$ cat src/rtl/uart_tx_cfg.sv
// Parametrised UART transmitter: one word per valid/ready handshake, shifted out LSB first
// as start, data, optional parity, and 1 or 2 stop bits on a registered, idle-high line.
module uart_tx_cfg #(
    parameter int CLK_FREQ  = 100_000_000,
    parameter int BAUD      = 115_200,
    parameter int DATA_BITS = 8,
    parameter int PARITY    = 2,
    parameter int STOP_BITS = 1
) (
    input  logic                 sys_clk,
    input  logic                 sys_rst,
    input  logic [DATA_BITS-1:0] tx_data,
    input  logic                 tx_valid,
    output logic                 tx_ready,
    output logic                 tx_out,
    output logic                 tx_busy,
    output logic                 tx_done
);

    localparam int CLKS_PER_BIT = CLK_FREQ / BAUD;
    localparam int CNT_W        = $clog2(CLKS_PER_BIT);
    localparam int IDX_W        = $clog2(DATA_BITS);
    localparam logic [CNT_W-1:0] CNT_MAX  = CNT_W'(CLKS_PER_BIT - 1);
    localparam logic [IDX_W-1:0] IDX_MAX  = IDX_W'(DATA_BITS - 1);
    localparam logic             STOP_MAX = 1'(STOP_BITS - 1);

    typedef enum logic [2:0] {
        S_IDLE,
        S_START,
        S_DATA,
        S_PARITY,
        S_STOP
    } state_e;

    state_e               state_q, state_d;
    logic [CNT_W-1:0]     cnt_q, cnt_d;
    logic [IDX_W-1:0]     idx_q, idx_d;
    logic                 stop_q, stop_d;
    logic [DATA_BITS-1:0] shift_q, shift_d;
    logic                 par_q, par_d;
    logic                 out_q, out_d;
    logic                 done_q, done_d;
    logic                 bit_end;

    assign bit_end = (cnt_q == CNT_MAX);

    // The line is registered, so each transition loads out_d with the value of the bit it enters.
    always_comb begin
        // NOTE: every target gets a default first so no path can leave one unassigned and infer a latch.
        state_d = state_q;
        cnt_d   = cnt_q;
        idx_d   = idx_q;
        stop_d  = stop_q;
        shift_d = shift_q;
        par_d   = par_q;
        out_d   = out_q;
        done_d  = 1'b0;

        if (state_q != S_IDLE) begin
            cnt_d = bit_end ? '0 : cnt_q + 1'b1;
        end

        case (state_q)
            S_IDLE: begin
                out_d = 1'b1;
                if (tx_valid) begin
                    state_d = S_START;
                    shift_d = tx_data;
                    par_d   = (PARITY == 1) ? ~^tx_data : ^tx_data;
                    out_d   = 1'b0;
                    cnt_d   = '0;
                end
            end
            S_START: begin
                if (bit_end) begin
                    state_d = S_DATA;
                    idx_d   = '0;
                    out_d   = shift_q[0];
                end
            end
            S_DATA: begin
                if (bit_end) begin
                    if (idx_q == IDX_MAX) begin
                        stop_d = 1'b0;
                        if (PARITY != 0) begin
                            state_d = S_PARITY;
                            out_d   = par_q;
                        end else begin
                            state_d = S_STOP;
                            out_d   = 1'b1;
                        end
                    end else begin
                        idx_d   = idx_q + 1'b1;
                        shift_d = shift_q >> 1;
                        out_d   = shift_q[1];
                    end
                end
            end
            S_PARITY: begin
                if (bit_end) begin
                    state_d = S_STOP;
                    stop_d  = 1'b0;
                    out_d   = 1'b1;
                end
            end
            S_STOP: begin
                if (bit_end) begin
                    if (stop_q == STOP_MAX) begin
                        state_d = S_IDLE;
                        done_d  = 1'b1;
                        out_d   = 1'b1;
                    end else begin
                        stop_d = 1'b1;
                    end
                end
            end
            default: state_d = S_IDLE;
        endcase
    end

    // NOTE: state is updated with non-blocking assignments so every register samples pre-edge values.
    always_ff @(posedge sys_clk or posedge sys_rst) begin
        if (sys_rst) begin
            state_q <= S_IDLE;
            cnt_q   <= '0;
            idx_q   <= '0;
            stop_q  <= 1'b0;
            shift_q <= '0;
            par_q   <= 1'b0;
            out_q   <= 1'b1;
            done_q  <= 1'b0;
        end else begin
            state_q <= state_d;
            cnt_q   <= cnt_d;
            idx_q   <= idx_d;
            stop_q  <= stop_d;
            shift_q <= shift_d;
            par_q   <= par_d;
            out_q   <= out_d;
            done_q  <= done_d;
        end
    end

    assign tx_out   = out_q;
    assign tx_done  = done_q;
    assign tx_busy  = (state_q != S_IDLE);
    assign tx_ready = (state_q == S_IDLE) && !sys_rst;

endmodule

$ cat config.mk
export PLATFORM = sky130hd
export DESIGN_NAME = uart_tx_cfg
export DESIGN_NICKNAME = d
export VERILOG_FILES = /design/src/rtl/uart_tx_cfg.sv
export SDC_FILE = /design/constraint.sdc
export NUM_CORES = 1
export LEC_CHECK = 0
export ABC_AREA = 1
export BUFFER_PORTS_ARGS = -buffer_cell sky130_fd_sc_hd__buf_2
export CORE_MARGIN = 2
export CORE_UTILIZATION = 53
export DETAILED_ROUTE_END_ITERATION = 10
export GPL_TIMING_DRIVEN = 0
export PLACE_DENSITY_LB_ADDON = 0.3
export SLEW_MARGIN = 10
export SYNTH_ARGS = -nofsm -noshare
export SYNTH_HDL_FRONTEND = slang
export SYNTH_SLANG_ARGS = --single-unit
$ cat constraint.sdc
create_clock -name sys_clk -period 1.25 [get_ports sys_clk]
set_input_delay 0 -clock sys_clk [delete_from_list [all_inputs] [get_ports sys_clk]]
set_output_delay 0 -clock sys_clk [all_outputs]
set_load 0.005 [all_outputs]
Yosys cells after proc, flatten, opt, wreduce, memory -nomap -nowiden
Cells that the tools add are included.
{ "op_classes": {"n_mux": 37, "n_reduce_logical": 15, "eq_ne": 14, "addsub": 2} }
{ "op_table": {"columns": ["cell", "n"], "rows": [
  ["two-way mux 10 bit", 4],
  ["two-way mux 3 bit", 10],
  ["two-way mux 8 bit", 3],
  ["inequality test 2 bit, second input constant", 8],
  ["one-hot mux 8 bit (2 select lines)", 1],
  ["two-way mux 1 bit", 15],
  ["one-hot mux 3 bit (5 select lines)", 1],
  ["adder 10 x 1 -> 10 bit, second input constant", 1],
  ["== test 10 bit, second input constant", 1],
  ["AND reduction 4 bit", 2],
  ["parity 8 bit", 1],
  ["AND reduction 7 bit", 1],
  ["== test 3 x 2 -> 1 bit, second input constant", 2],
  ["== test 3 bit, second input constant", 2],
  ["one-hot mux 3 bit (2 select lines)", 1],
  ["AND reduction 6 bit", 1],
  ["nonzero test 3 bit", 2],
  ["one-hot mux 1 bit (5 select lines)", 1],
  ["AND reduction 5 bit", 1],
  ["nonzero test 5 bit", 1],
  ["nonzero test 2 bit", 2],
  ["adder 3 x 1 -> 3 bit, second input constant", 1],
  ["== test 3 x 1 -> 1 bit, second input constant", 1],
  ["zero test 3 bit", 1],
  ["4 further kinds", 4]
]} }
{ "totals": {"ff_bits": 28, "input_bits": 11, "word_cells": 76, "out_inout_bits": 4} }

Logic depth before layout (Yosys ltp)
Gate-level depths: netlist of the first run.
{ "logic_depth": {"ltp_word": 5, "depth_mapped": 9} }

Worst setup path before layout of the first run
OpenSTA, ideal clock, no wires.
{ "synth_path": {"kind": "reg2reg", "startpoint": "register idx_q[0]", "endpoint": "register idx_q[0]", "path_stages_with_launch": 9, "setup_ps": 117, "arrival_ps": 1197, "period_less_slack_ps": 1314, "setup_slack_ps": -64, "path_cell_list": "dfrtp_1 ha_1 ha_1 inv_1 nand2_2 nand2_1 nand2_1 o21ai_1 inv_1"} }
{ "synth_via": {"elab_chain_cells": 4, "word_cells_on_any_way": 7, "classes_between": "add/sub: 1; eq/ne: 2; mux: 3; reduce/logical: 1"} }
{ "synth_lines": {"columns": ["element", "line_no", "source"], "rows": [
  ["from (decl)", "37", "logic [IDX_W-1:0] idx_q, idx_d;"],
  ["from (signal assigned)", "135", "idx_q <= idx_d;"],
  ["adder 3 x 1 -> 3 bit", "93", "idx_d = idx_q + 1'b1;"],
  ["two-way mux 3 bit", "83", "if (idx_q == IDX_MAX) begin"],
  ["two-way mux 3 bit", "82", "if (bit_end) begin"],
  ["one-hot mux 3 bit (2 select lines)", "63", "case (state_q)"]
]} }
Several ways; a longest one is shown, not always the timed one. The select of a mux whose other input is x is not followed.
A chain may end at the register's enable or synchronous reset.

Final worst setup path of the first run
{ "layout_path": {"startpoint": "register cnt_q[2]", "endpoint": "register shift_q[6]"} }
{ "layout_via": {"elab_chain_cells": 3} }
{ "layout_lines": {"columns": ["element", "line_no", "source"], "rows": [
  ["from (decl)", "36", "logic [CNT_W-1:0] cnt_q, cnt_d;"],
  ["from (signal assigned)", "134", "cnt_q <= cnt_d;"],
  ["== test 10 bit", "45", "assign bit_end = (cnt_q == CNT_MAX);"],
  ["inequality test 2 bit (no source line)", null, null],
  ["AND reduction 4 bit (no source line)", null, null],
  ["to (signal assigned)", "137", "shift_q <= shift_d;"],
  ["to (decl)", "39", "logic [DATA_BITS-1:0] shift_q, shift_d;"]
]} }
Every way passes these cells.

==> results of run 1 <==
## flip-flops by register name (all words and copies together) (netlist names)
name,count
cnt_q,10
tx_done,1
par_q,1
idx_q,3
shift_q,8
state_q,3
tx_out,1
## per-layer routing
layer	vias to the layer above	track usage, %	part of all wire (%)
met4	0	6.67	1.4
met5	-	0	0
li1	826	-	-
met3	5	2.60	2.3
met2	22	36.8	50
met1	745	25.6	46
## repair_timing
action                                 4_1_cts  5_1_grt
setup buffers                               11        6
pin swaps                                   19       13
hold buffers                                 6        0
resized for setup                           22       16
endpoints found under the hold margin       32        0
setup endpoints to repair                   27       55
## cells in the mapped netlist
master,n
nand2_1,110
dfrtp_1,26
inv_1,24
nand3_1,18
nor2_1,17
o21ai_0,6
xor2_1,6
nand2_2,5
ha_1,3
inv_2,3
nor2_4,3
nor3_1,3
o21ai_1,3
o22ai_1,3
buf_2,2
xnor2_1,2
dfstp_2,1
nand3b_1,1
nand4_1,1
nor2_2,1
o21ai_2,1
or2_2,1
## cell usage in the layout, fill, tap and decap left out
cell,synthesis,final
buf_2,2,15
nand3_1,18,14
inv_2,3,8
clkinvlp_4,0,1
nand3_2,0,4
nor2_1,17,13
xor2_1,6,6
o22ai_1,3,3
o21ai_4,0,1
dfrtp_1,26,24
nor3_1,3,1
o21ai_2,1,1
nand3b_1,1,1
nor2_2,1,2
nand4_1,1,1
inv_1,24,18
or2_2,1,1
nand2_1,110,103
o21ai_0,6,3
buf_4,0,15
clkbuf_4,0,3
dfrtp_2,0,2
clkbuf_1,0,1
buf_12,0,1
buf_6,0,2
nor3_4,0,2
nand2_2,5,11
ha_4,0,2
nor2_4,3,6
nand2_4,0,1
dfstp_2,1,1
o21ai_1,3,5
ha_2,0,1
dlygate4sd3_1,0,6
xnor2_1,2,2
## per-stage QoR
step                area [um2]  utilization, %  hold slack (ns)  power [mW]
floorplan                 1660               -           0.0311       0.956
global placement          1770            58.9            0.230       0.990
detailed placement        1770            58.9            0.233       0.993
CTS                       1990            66.4          0.00458        1.38
global route              2120            70.8           0.0306        1.44
finish                    2120            70.8         -0.00269        1.38
## critical path, stage by stage, from the launching register on
cell and delay (ns):
dfrtp_1 0.45, nor2_1 0.20, nand3_1 0.15, nor2_4 0.21, nor2_2 0.07, nor2_4 0.19, nand2_1 0.08, nand2_1 0.07
## area by class of cell
type,instances,area (um2)
Fill cell,238,878
Sequential cell,27,679
Multi-Input combinational cell,184,982
Buffer,2,10.0
Clock buffer,4,26.3
Timing Repair Buffer,37,280
Tap cell,33,41.3
Inverter,27,105
## power breakdown
part / internal [mW] / switching (mW) / leakage [nW] / total, mW
registers: 0.874 / 0 / 0.320 / 0.874
clock network: 0.125 / 0.265 / 0.0150 / 0.391
logic: 0.0500 / 0.0672 / 0.839 / 0.117
total: 1.05 / 0.332 / 1.17 / 1.38
## worst paths after layout
path,to,depth (start not counted),startpoint
max,shift_q[6]$_DFFE_PP0P_,7,cnt_q[2]$_DFF_PP0_
max in group asynchronous,cnt_q[7]$_DFF_PP0_,3,sys_rst
min in group asynchronous,cnt_q[8]$_DFF_PP0_,3,sys_rst
max reg2reg,shift_q[6]$_DFFE_PP0P_,7,cnt_q[2]$_DFF_PP0_
min reg2reg,tx_out$_DFFE_PP1P_,2,tx_out$_DFFE_PP1P_
min,shift_q[5]$_DFFE_PP0P_,5,tx_data[5]
## cells by family after synthesis
family / share of synthesized area (%)
buffers and inverters: 6.78
AO/OA/AOI/OAI: 4.42
AND/OR/NAND/NOR: 41.0
flip-flops: 41.2
adder cells (fa/ha/maj): 2.29
XOR/XNOR: 4.27
==> flow_metrics.py, run 1 <==
metrics = {
    "place": {
        "io_buffers": 14,
        "routabilityCongestion": 0.790,
        "place_ws_ns": -0.237,
        "numPlacedInstances": 287,
        "post-dp-hpwl_um": 2280,
    },
    "synth": {
        "synth_warnings": 0,
        "synth_top_area_share_pct": 39.6,
        "ys_ff_latch": 27,
        "synth_area_leaders": "dfrtp_1 40%, nand2_1 25%, nand3_1 5.5%, inv_1 5.5%, nor2_1 3.9%",
        "synth_area_leader_cell": "dfrtp_1",
        "syn-num-nets": 254,
        "syn_avg_cell_area_um2": 6.84,
        "yosysUniqueCellTypes": 22,
        "seq_area_frac_synth_pct": 41.2,
        "syn-instance-count": 240,
        "syn_area_um2": 1640,
    },
    "clocking": {
        "clkLatencyLatePin_ns": 0.33,
        "path_clk_slew_ns": 0.15,
        "clockRootBuffer": "clkbuf_4",
        "htreeDepth": 1,
        "cts_tree": "built",
        "clkSinkCount": 27,
        "clockBufferDepth": 2,
        "cts_buffers": 3,
    },
    "floorplan": {
        "die_w_um": 59.7,
        "die_h_um": 59.7,
        "initial_core_util_pct": 54.7,
        "fp.dieArea_um2": 3560,
        "fp.coreArea_um2": 3000,
        "io-pin-count": 15,
        "rows": 20,
    },
    "outcome": {
        "status": "finished with violations",
        "violations": "hold timing, setup timing",
    },
    "final_layout": {
        "area_growth_pct": 29.4,
        "final_cell_count_no_fill": 314,
        "num-nets-final": 296,
        "drive_gt1_share_pct": 28.5,
        "diodes": 0,
    },
    "power": {
        "powerDensity_nw_per_um2": 650,
        "power.leakage_nw": 1.17,
        "peakVddDrop_mv": 0.342,
    },
    "timing": {
        "skew_ns": 0.00382,
        "min_period_over_period_pct": 117,
        "fin_hold_ws_ns": -0.00269,
        "min_period_ns": 1.47,
        "finalHoldViolCount": 2,
        "fmax_ghz": 0.681,
        "setup_ws_ns": -0.218,
        "worst_slew_pin_slew_ns": 0.589,
        "rsz0062_at_grt": "yes",
        "timing.slew.headroom_pct": 60.6,
        "setup_violations": 26,
        "finalSetupTns_ns": -3.89,
        "slew_viol_final": 0,
    },
    "route": {
        "drc": 0,
        "first_pass_iters": 4,
        "via_per_inst": 5.09,
        "wl_um": 3580,
        "wl_per_cell_um": 11.4,
        "drt_iter0_drc": 111,
        "ant_nets": 0,
        "vias": 1598,
    },
    "critical_path": {
        "r2r_slack_ns": -0.22,
        "cp-end-kind": "register",
        "worstPathRequired_ns": 1.53,
        "startpoint_type": "register",
        "critical_path_class": "register to register",
        "path_max_fanout": 7,
        "cp.arrival_ns": 1.75,
    },
    "global_routing": {
        "grt_pass1_wl_um": 5640,
        "first_global_vias": 1403,
        "antenna_found_initial": 0,
        "overflow": 0,
        "gr-usage-all-layers_pct": 20.6,
        "grt_max_degree": 28,
    },
    "job": {
        "maxCapViolations": 0,
    },
    "worst_hold_path": {
        "min_path_type": "primary input to register",
    },
}
Note: power is estimated with default switching activity, not from simulation.
==> run 2, diff against run 1 <==
==> constraint.sdc (replaced) <==
create_clock -name sys_clk -period 1.25 [get_ports sys_clk]
set_input_delay 0.125 -clock sys_clk [delete_from_list [all_inputs] [get_ports sys_clk]]
set_output_delay 0.125 -clock sys_clk [all_outputs]
set_load 0.005 [all_outputs]
==> run 2 against run 1 <==
Net effect:
- the run ends with setup timing left
- clock power shrank 1%
- wire length grew 5.6%
- global-route usage is essentially flat
- worst setup slack gained 0.032 ns
- sequential share of layout area shrank 0.17 points
- fmax grew 2.2%
- critical path depth grew 2
- via count grew 1.9%
- sequential power is essentially flat
- final cell count shrank 0.96%
==> flow_metrics.py, run 2 (synthesis gave the netlist of run 1 again) <==
metrics = {
    "global_routing": {
        "grt_pass1_wl_um": 5620,
        "first_global_vias": 1380,
        "antenna_found_initial": 0,
        "gr-usage-all-layers_pct": 20.6,
        "overflow": 0,
        "grt_max_degree": 28,
    },
    "critical_path": {
        "timing.rr.end": "shift_q[6]$_DFFE_PP0P_",
        "reg2reg_depth": 9,
        "worstPathRequired_ns": 1.53,
        "critical_path_class": "register to register",
        "cp.arrival_ns": 1.71,
        "timing.rr.start": "cnt_q[0]$_DFF_PP0_",
        "startpoint_type": "register",
        "path_max_fanout": 7,
        "r2r_slack_ns": -0.19,
        "cp-end-kind": "register",
    },
    "final_layout": {
        "final_common_cell": "nand2_1",
        "regMostFlops": "cnt_q",
        "reg.largest.list": "cnt_q x10, shift_q x8",
        "post-route-util_pct": 71.0,
        "num-nets-final": 293,
        "final_cell_mix": "100 x nand2_1, 25 x dfrtp_1, 18 x inv_1",
        "fillers": 235,
        "largest_reg_flops": 10,
        "drive_gt1_share_pct": 32.0,
        "diodes": 0,
        "area_growth_pct": 29.9,
        "fin_area_um2": 2130,
    },
    "worst_hold_path": {
        "min_path_type": "primary input to asynchronous set/reset pin",
    },
    "route": {
        "ant_nets": 0,
        "wl_per_cell_um": 12.1,
        "wl_um": 3780,
        "vias": 1628,
        "via_per_inst": 5.23,
        "first_pass_iters": 4,
        "drc": 0,
        "drt_iter0_drc": 83,
    },
    "job": {
        "maxCapViolations": 0,
    },
    "timing": {
        "min_period_ns": 1.44,
        "fmax_ghz": 0.696,
        "min_period_over_period_pct": 115,
        "finalHoldViolCount": 0,
        "setup_violations": 26,
        "fin_hold_ws_ns": 0.0328,
        "setup_ws_ns": -0.186,
        "timing.slew.headroom_pct": 30.7,
        "slew_viol_final": 0,
        "skew_ns": 0.00599,
        "rsz0062_at_grt": "yes",
        "worst_slew_pin_slew_ns": 1.04,
    },
    "outcome": {
        "status": "finished with violations",
        "violations": "setup timing",
    },
    "place": {
        "routabilityCongestion": 0.790,
        "placed_area_um2": 1770,
        "io_buffers": 14,
        "post-dp-hpwl_um": 2280,
        "place_ws_ns": -0.237,
    },
    "clocking": {
        "clockRootBuffer": "clkbuf_4",
        "cts_tree": "built",
        "cts_buffers": 3,
        "htreeDepth": 1,
        "postCtsHoldBufs": 0,
        "path_clk_slew_ns": 0.15,
        "clkSinkCount": 27,
        "clkLatencyLatePin_ns": 0.33,
        "clockBufferDepth": 2,
    },
    "floorplan": {
        "rows": 20,
        "initial_core_util_pct": 54.7,
        "fp.coreArea_um2": 3000,
        "die_w_um": 59.7,
        "die_h_um": 59.7,
        "fp.dieArea_um2": 3560,
        "io-pin-count": 15,
    },
    "power": {
        "peakVddDrop_mv": 0.321,
        "power.leakage_nw": 1.18,
        "powerDensity_nw_per_um2": 639,
    },
}
-- run 2: cell types whose count changed in the layout (fill, tap and decap cells not counted), sizes merged --
cell         before  now
clkinvlp          1    0
dlygate4sd3       6    0
inv              26   27
buf              33   36
-- run 2: worst max-delay path by stage --
stage / start / end / slack [ns] / cells past startpoint
6_report: cnt_q[0]$_DFF_PP0_ / shift_q[6]$_DFFE_PP0P_ / -0.19 / 9
5_1_grt: cnt_q[1]$_DFF_PP0_ / shift_q[5]$_DFFE_PP0P_ / -0.28 / 9
4_1_cts: state_q[0]$_DFFE_PP0P_ / shift_q[6]$_DFFE_PP0P_ / -0.16 / 10
3_5_place_dp: cnt_q[0]$_DFF_PP0_ / tx_out$_DFFE_PP1P_ / -0.24 / 8
3_3_place_gp: cnt_q[0]$_DFF_PP0_ / tx_out$_DFFE_PP1P_ / -0.22 / 8
2_1_floorplan: cnt_q[0]$_DFF_PP0_ / shift_q[0]$_DFFE_PP0P_ / -0.03 / 9
-- run 2: layer usage --
metal  global-route usage [%]  up-vias  wire length [um]
li1                         -      816                 -
met1                     26.2      763              1690
met2                     36.0       42              1900
met3                     2.60        7               134
met4                     6.67        0                55
met5                        0        -                 0
-- run 2: critical path: stages, from the launching register on --
cell and delay [ns]:
dfrtp_1 0.42, ha_4 0.17, nand2_4 0.05, nor2_4 0.13
inv_2 0.05, nor2_4 0.15, nor2_2 0.07, nor2_4 0.19
nand2_1 0.07, nand2_1 0.07
-- run 2: cell type report --
type | count | area [um2] | share of cell area [%]
sequential | 27 | 678 | 31.8
clock buffer | 4 | 26.3 | 1.23
multi-input combinational | 184 | 1030 | 48.2
timing repair buffer | 34 | 241 | 11.3
tap | 33 | 41.3 | 1.94
inverter | 27 | 104 | 4.87
buffer | 2 | 12.5 | 0.587
-- run 2: timing repair --
action,CTS,global route
buffers inserted,14,6
gates cloned,0,0
gates resized for setup,25,29
endpoints found under the setup margin,27,29
pin swaps,17,36
-- run 2: stage by stage --
stage	TNS (ns)	cells	total power, mW
final	-3.64	311	1.36
after global placement	-3.63	287	0.990
after floorplan	-0.302	240	0.956
after global routing	-5.65	311	1.42
after detailed placement	-3.74	287	0.993
after CTS	-2.93	305	1.37
-- run 2: report_power, final --
part | internal [mW] | leakage (nW) | total, mW | switching, mW
clock network | 0.125 | 0.0150 | 0.387 | 0.262
registers | 0.874 | 0.321 | 0.874 | 0
logic | 0.0373 | 0.849 | 0.101 | 0.0641
total | 1.04 | 1.18 | 1.36 | 0.326
==> run 3, diff against run 2 <==
- REMOVE_ABC_BUFFERS: default -> 1
- SKIP_LAST_GASP: default -> 1
==> run 3 against run 2 <==
Net effect:
- the run still ends with setup timing left
- critical path depth decreased by 1
- hold slack improved by 0.0040 ns
- clock power decreased by 1%
- utilization increased by 2.0 points
- first-iteration DRC count increased by 57%
- clock skew increased by 0.0012 ns
- critical path type unchanged
==> flow_metrics.py, run 3 (synthesis gave the netlist of run 1 again) <==
metrics = {
    "place": {
        "io_buffers": 14,
        "place_ws_ns": -0.396,
        "routabilityCongestion": 0.822,
        "post-dp-hpwl_um": 2240,
        "numPlacedInstances": 285,
    },
    "timing": {
        "fmax_ghz": 0.644,
        "setup_ws_ns": -0.302,
        "rsz0062_at_grt": "yes",
        "min_period_over_period_pct": 124,
        "finalHoldViolCount": 0,
        "min_period_ns": 1.55,
        "slew_viol_final": 0,
        "worst_slew_pin_slew_ns": 1.06,
        "setup_violations": 26,
        "skew_ns": 0.00721,
        "timing.slew.headroom_pct": 29.6,
    },
    "power": {
        "power.leakage_nw": 1.21,
        "sw_frac_of_total_pct": 24.2,
        "p_sw_mw": 0.330,
        "p_comb_share_pct": 7.7,
        "p_int_mw": 1.03,
        "seq_power_share_pct": 64.2,
        "powerDensity_nw_per_um2": 621,
        "total_power_mw": 1.36,
        "pwr-share-clk_pct": 28.1,
        "peakVddDrop_mv": 0.366,
    },
    "global_routing": {
        "grt_max_degree": 28,
        "overflow": 0,
        "grt_pass1_wl_um": 6470,
        "antenna_found_initial": 0,
        "first_global_vias": 1483,
        "gr-usage-all-layers_pct": 23.9,
    },
    "final_layout": {
        "diodes": 0,
        "multi_input_area_um2": 1040,
        "largest_reg_flops": 10,
        "final_cell_mix": "98 x nand2_1, 23 x dfrtp_1, 20 x buf_4",
        "regArea_um2": 681,
        "area_growth_pct": 33.5,
        "final_common_cell": "nand2_1",
        "drive_gt1_share_pct": 34.2,
        "final_cell_count_no_fill": 314,
        "fillers": 210,
        "regMostFlops": "cnt_q",
        "num-nets-final": 296,
        "reg.largest.list": "cnt_q x10, shift_q x8",
    },
    "critical_path": {
        "max_stage_delay_ns": 0.39,
        "crit_family": "simple AND/OR/NAND/NOR gates",
        "timing.rr.start": "cnt_q[1]$_DFF_PP0_",
        "critPathBufInv": 0,
        "critical_path_class": "register to register",
        "cp-end-kind": "register",
        "r2r_slack_ns": -0.30,
        "reg2reg_depth": 8,
        "worstPathRequired_ns": 1.48,
        "timing.rr.end": "state_q[0]$_DFFE_PP0P_",
        "path_cells": "ha_2, nand2_2, nor2_4, nand4_1, nand3_2, nand2_2, nand2_2, nand2_1",
        "path_max_fanout": 4,
        "critPathMostFrequentCell": "nand2_2",
        "cp.arrival_ns": 1.78,
        "slowest_stage": "dfrtp_1",
        "startpoint_type": "register",
    },
    "worst_hold_path": {
        "min_path_type": "primary input to asynchronous set/reset pin",
    },
    "clocking": {
        "path_clk_slew_ns": 0.15,
        "clkSinkCount": 27,
        "htreeDepth": 1,
        "postCtsHoldBufs": 0,
        "cts_buffers": 3,
        "clockRootBuffer": "clkbuf_4",
        "clockBufferDepth": 2,
        "cts_tree": "built",
        "clkLatencyLatePin_ns": 0.33,
    },
    "floorplan": {
        "fp.coreArea_um2": 3000,
        "die_w_um": 59.7,
        "die_h_um": 59.7,
        "fp.dieArea_um2": 3560,
        "initial_core_util_pct": 54.7,
        "io-pin-count": 15,
        "rows": 20,
    },
    "route": {
        "wl_um": 4090,
        "vias": 1663,
        "drt_iter0_drc": 130,
        "ant_nets": 0,
        "wl_per_cell_um": 13.0,
        "first_pass_iters": 5,
        "via_per_inst": 5.30,
        "drc": 0,
    },
    "outcome": {
        "status": "finished with violations",
        "violations": "setup timing",
    },
    "job": {
        "maxCapViolations": 0,
    },
}
[run 3: changes by cell type in the layout (fill, tap and decap cells not counted), moves of 2 or more]
cell     previous run  this run
dfrtp_2             1         3
nand3_2             5         3
nor2_1             11        13
dfrtp_1            25        23
nand2_1           100        98
nor2_2              3         1
buf_4              17        20
[run 3: metrics by stage]
step | TNS [ns] | util (%) | area [um2] | hold WS (ns)
3_5_place_dp | -6.11 | 58.0 | 1740 | 0.438
6_report | -4.86 | 73.0 | 2190 | 0.0369
4_1_cts | -3.10 | 69.0 | 2070 | 0.0549
3_3_place_gp | -6.08 | 58.0 | 1740 | 0.423
5_1_grt | -7.56 | 73.0 | 2190 | 0.0466
2_1_floorplan | -1.43 | - | 1630 | 0.177
[run 3: how the worst max path moves through the flow]
stage	start	end	slack, ns	cells past startpoint
after floorplan	state_q[2]$_DFFE_PP0P_	idx_q[0]$_DFFE_PP0P_	-0.14	8
after global placement	state_q[2]$_DFFE_PP0P_	idx_q[0]$_DFFE_PP0P_	-0.40	8
after detailed placement	state_q[2]$_DFFE_PP0P_	shift_q[6]$_DFFE_PP0P_	-0.40	9
after CTS	state_q[0]$_DFFE_PP0P_	tx_ready	-0.20	6
after global routing	cnt_q[1]$_DFF_PP0_	state_q[0]$_DFFE_PP0P_	-0.42	8
final	cnt_q[1]$_DFF_PP0_	state_q[0]$_DFFE_PP0P_	-0.30	8
[run 3: area by class of cell]
cell class / count / share of cell area [%]
Multi-Input combinational cell: 184 / 47.7
Sequential cell: 27 / 31.1
Timing Repair Buffer: 39 / 13.3
Inverter: 27 / 4.85
Tap cell: 33 / 1.88
Clock buffer: 3 / 1.03
Clock inverter: 1 / 0.228
[run 3: timing repair]
action / CTS / global route
buffers inserted: 21 / 5
endpoints found under the setup margin: 27 / 29
pin swaps: 24 / 33
hold endpoints to repair: 0 / 0
gates resized for setup: 40 / 25
[run 3: power by group through the flow]
stage                     Combinational [mW]  Sequential (mW)  Clock (mW)
after global routing                   0.124            0.874       0.437
final                                  0.104            0.874       0.383
after CTS                              0.104            0.874       0.402
after floorplan                       0.0664            0.890           0
after detailed placement               0.103            0.890           0
after global placement                 0.100            0.890           0
[run 3: metal layers]
layer	wire length, um	global-route usage (%)	up-vias
met1	1700	30.6	775
met3	157	3.68	14
met4	112	8.89	0
met5	0	0	-
li1	-	-	821
met2	2120	40.5	53
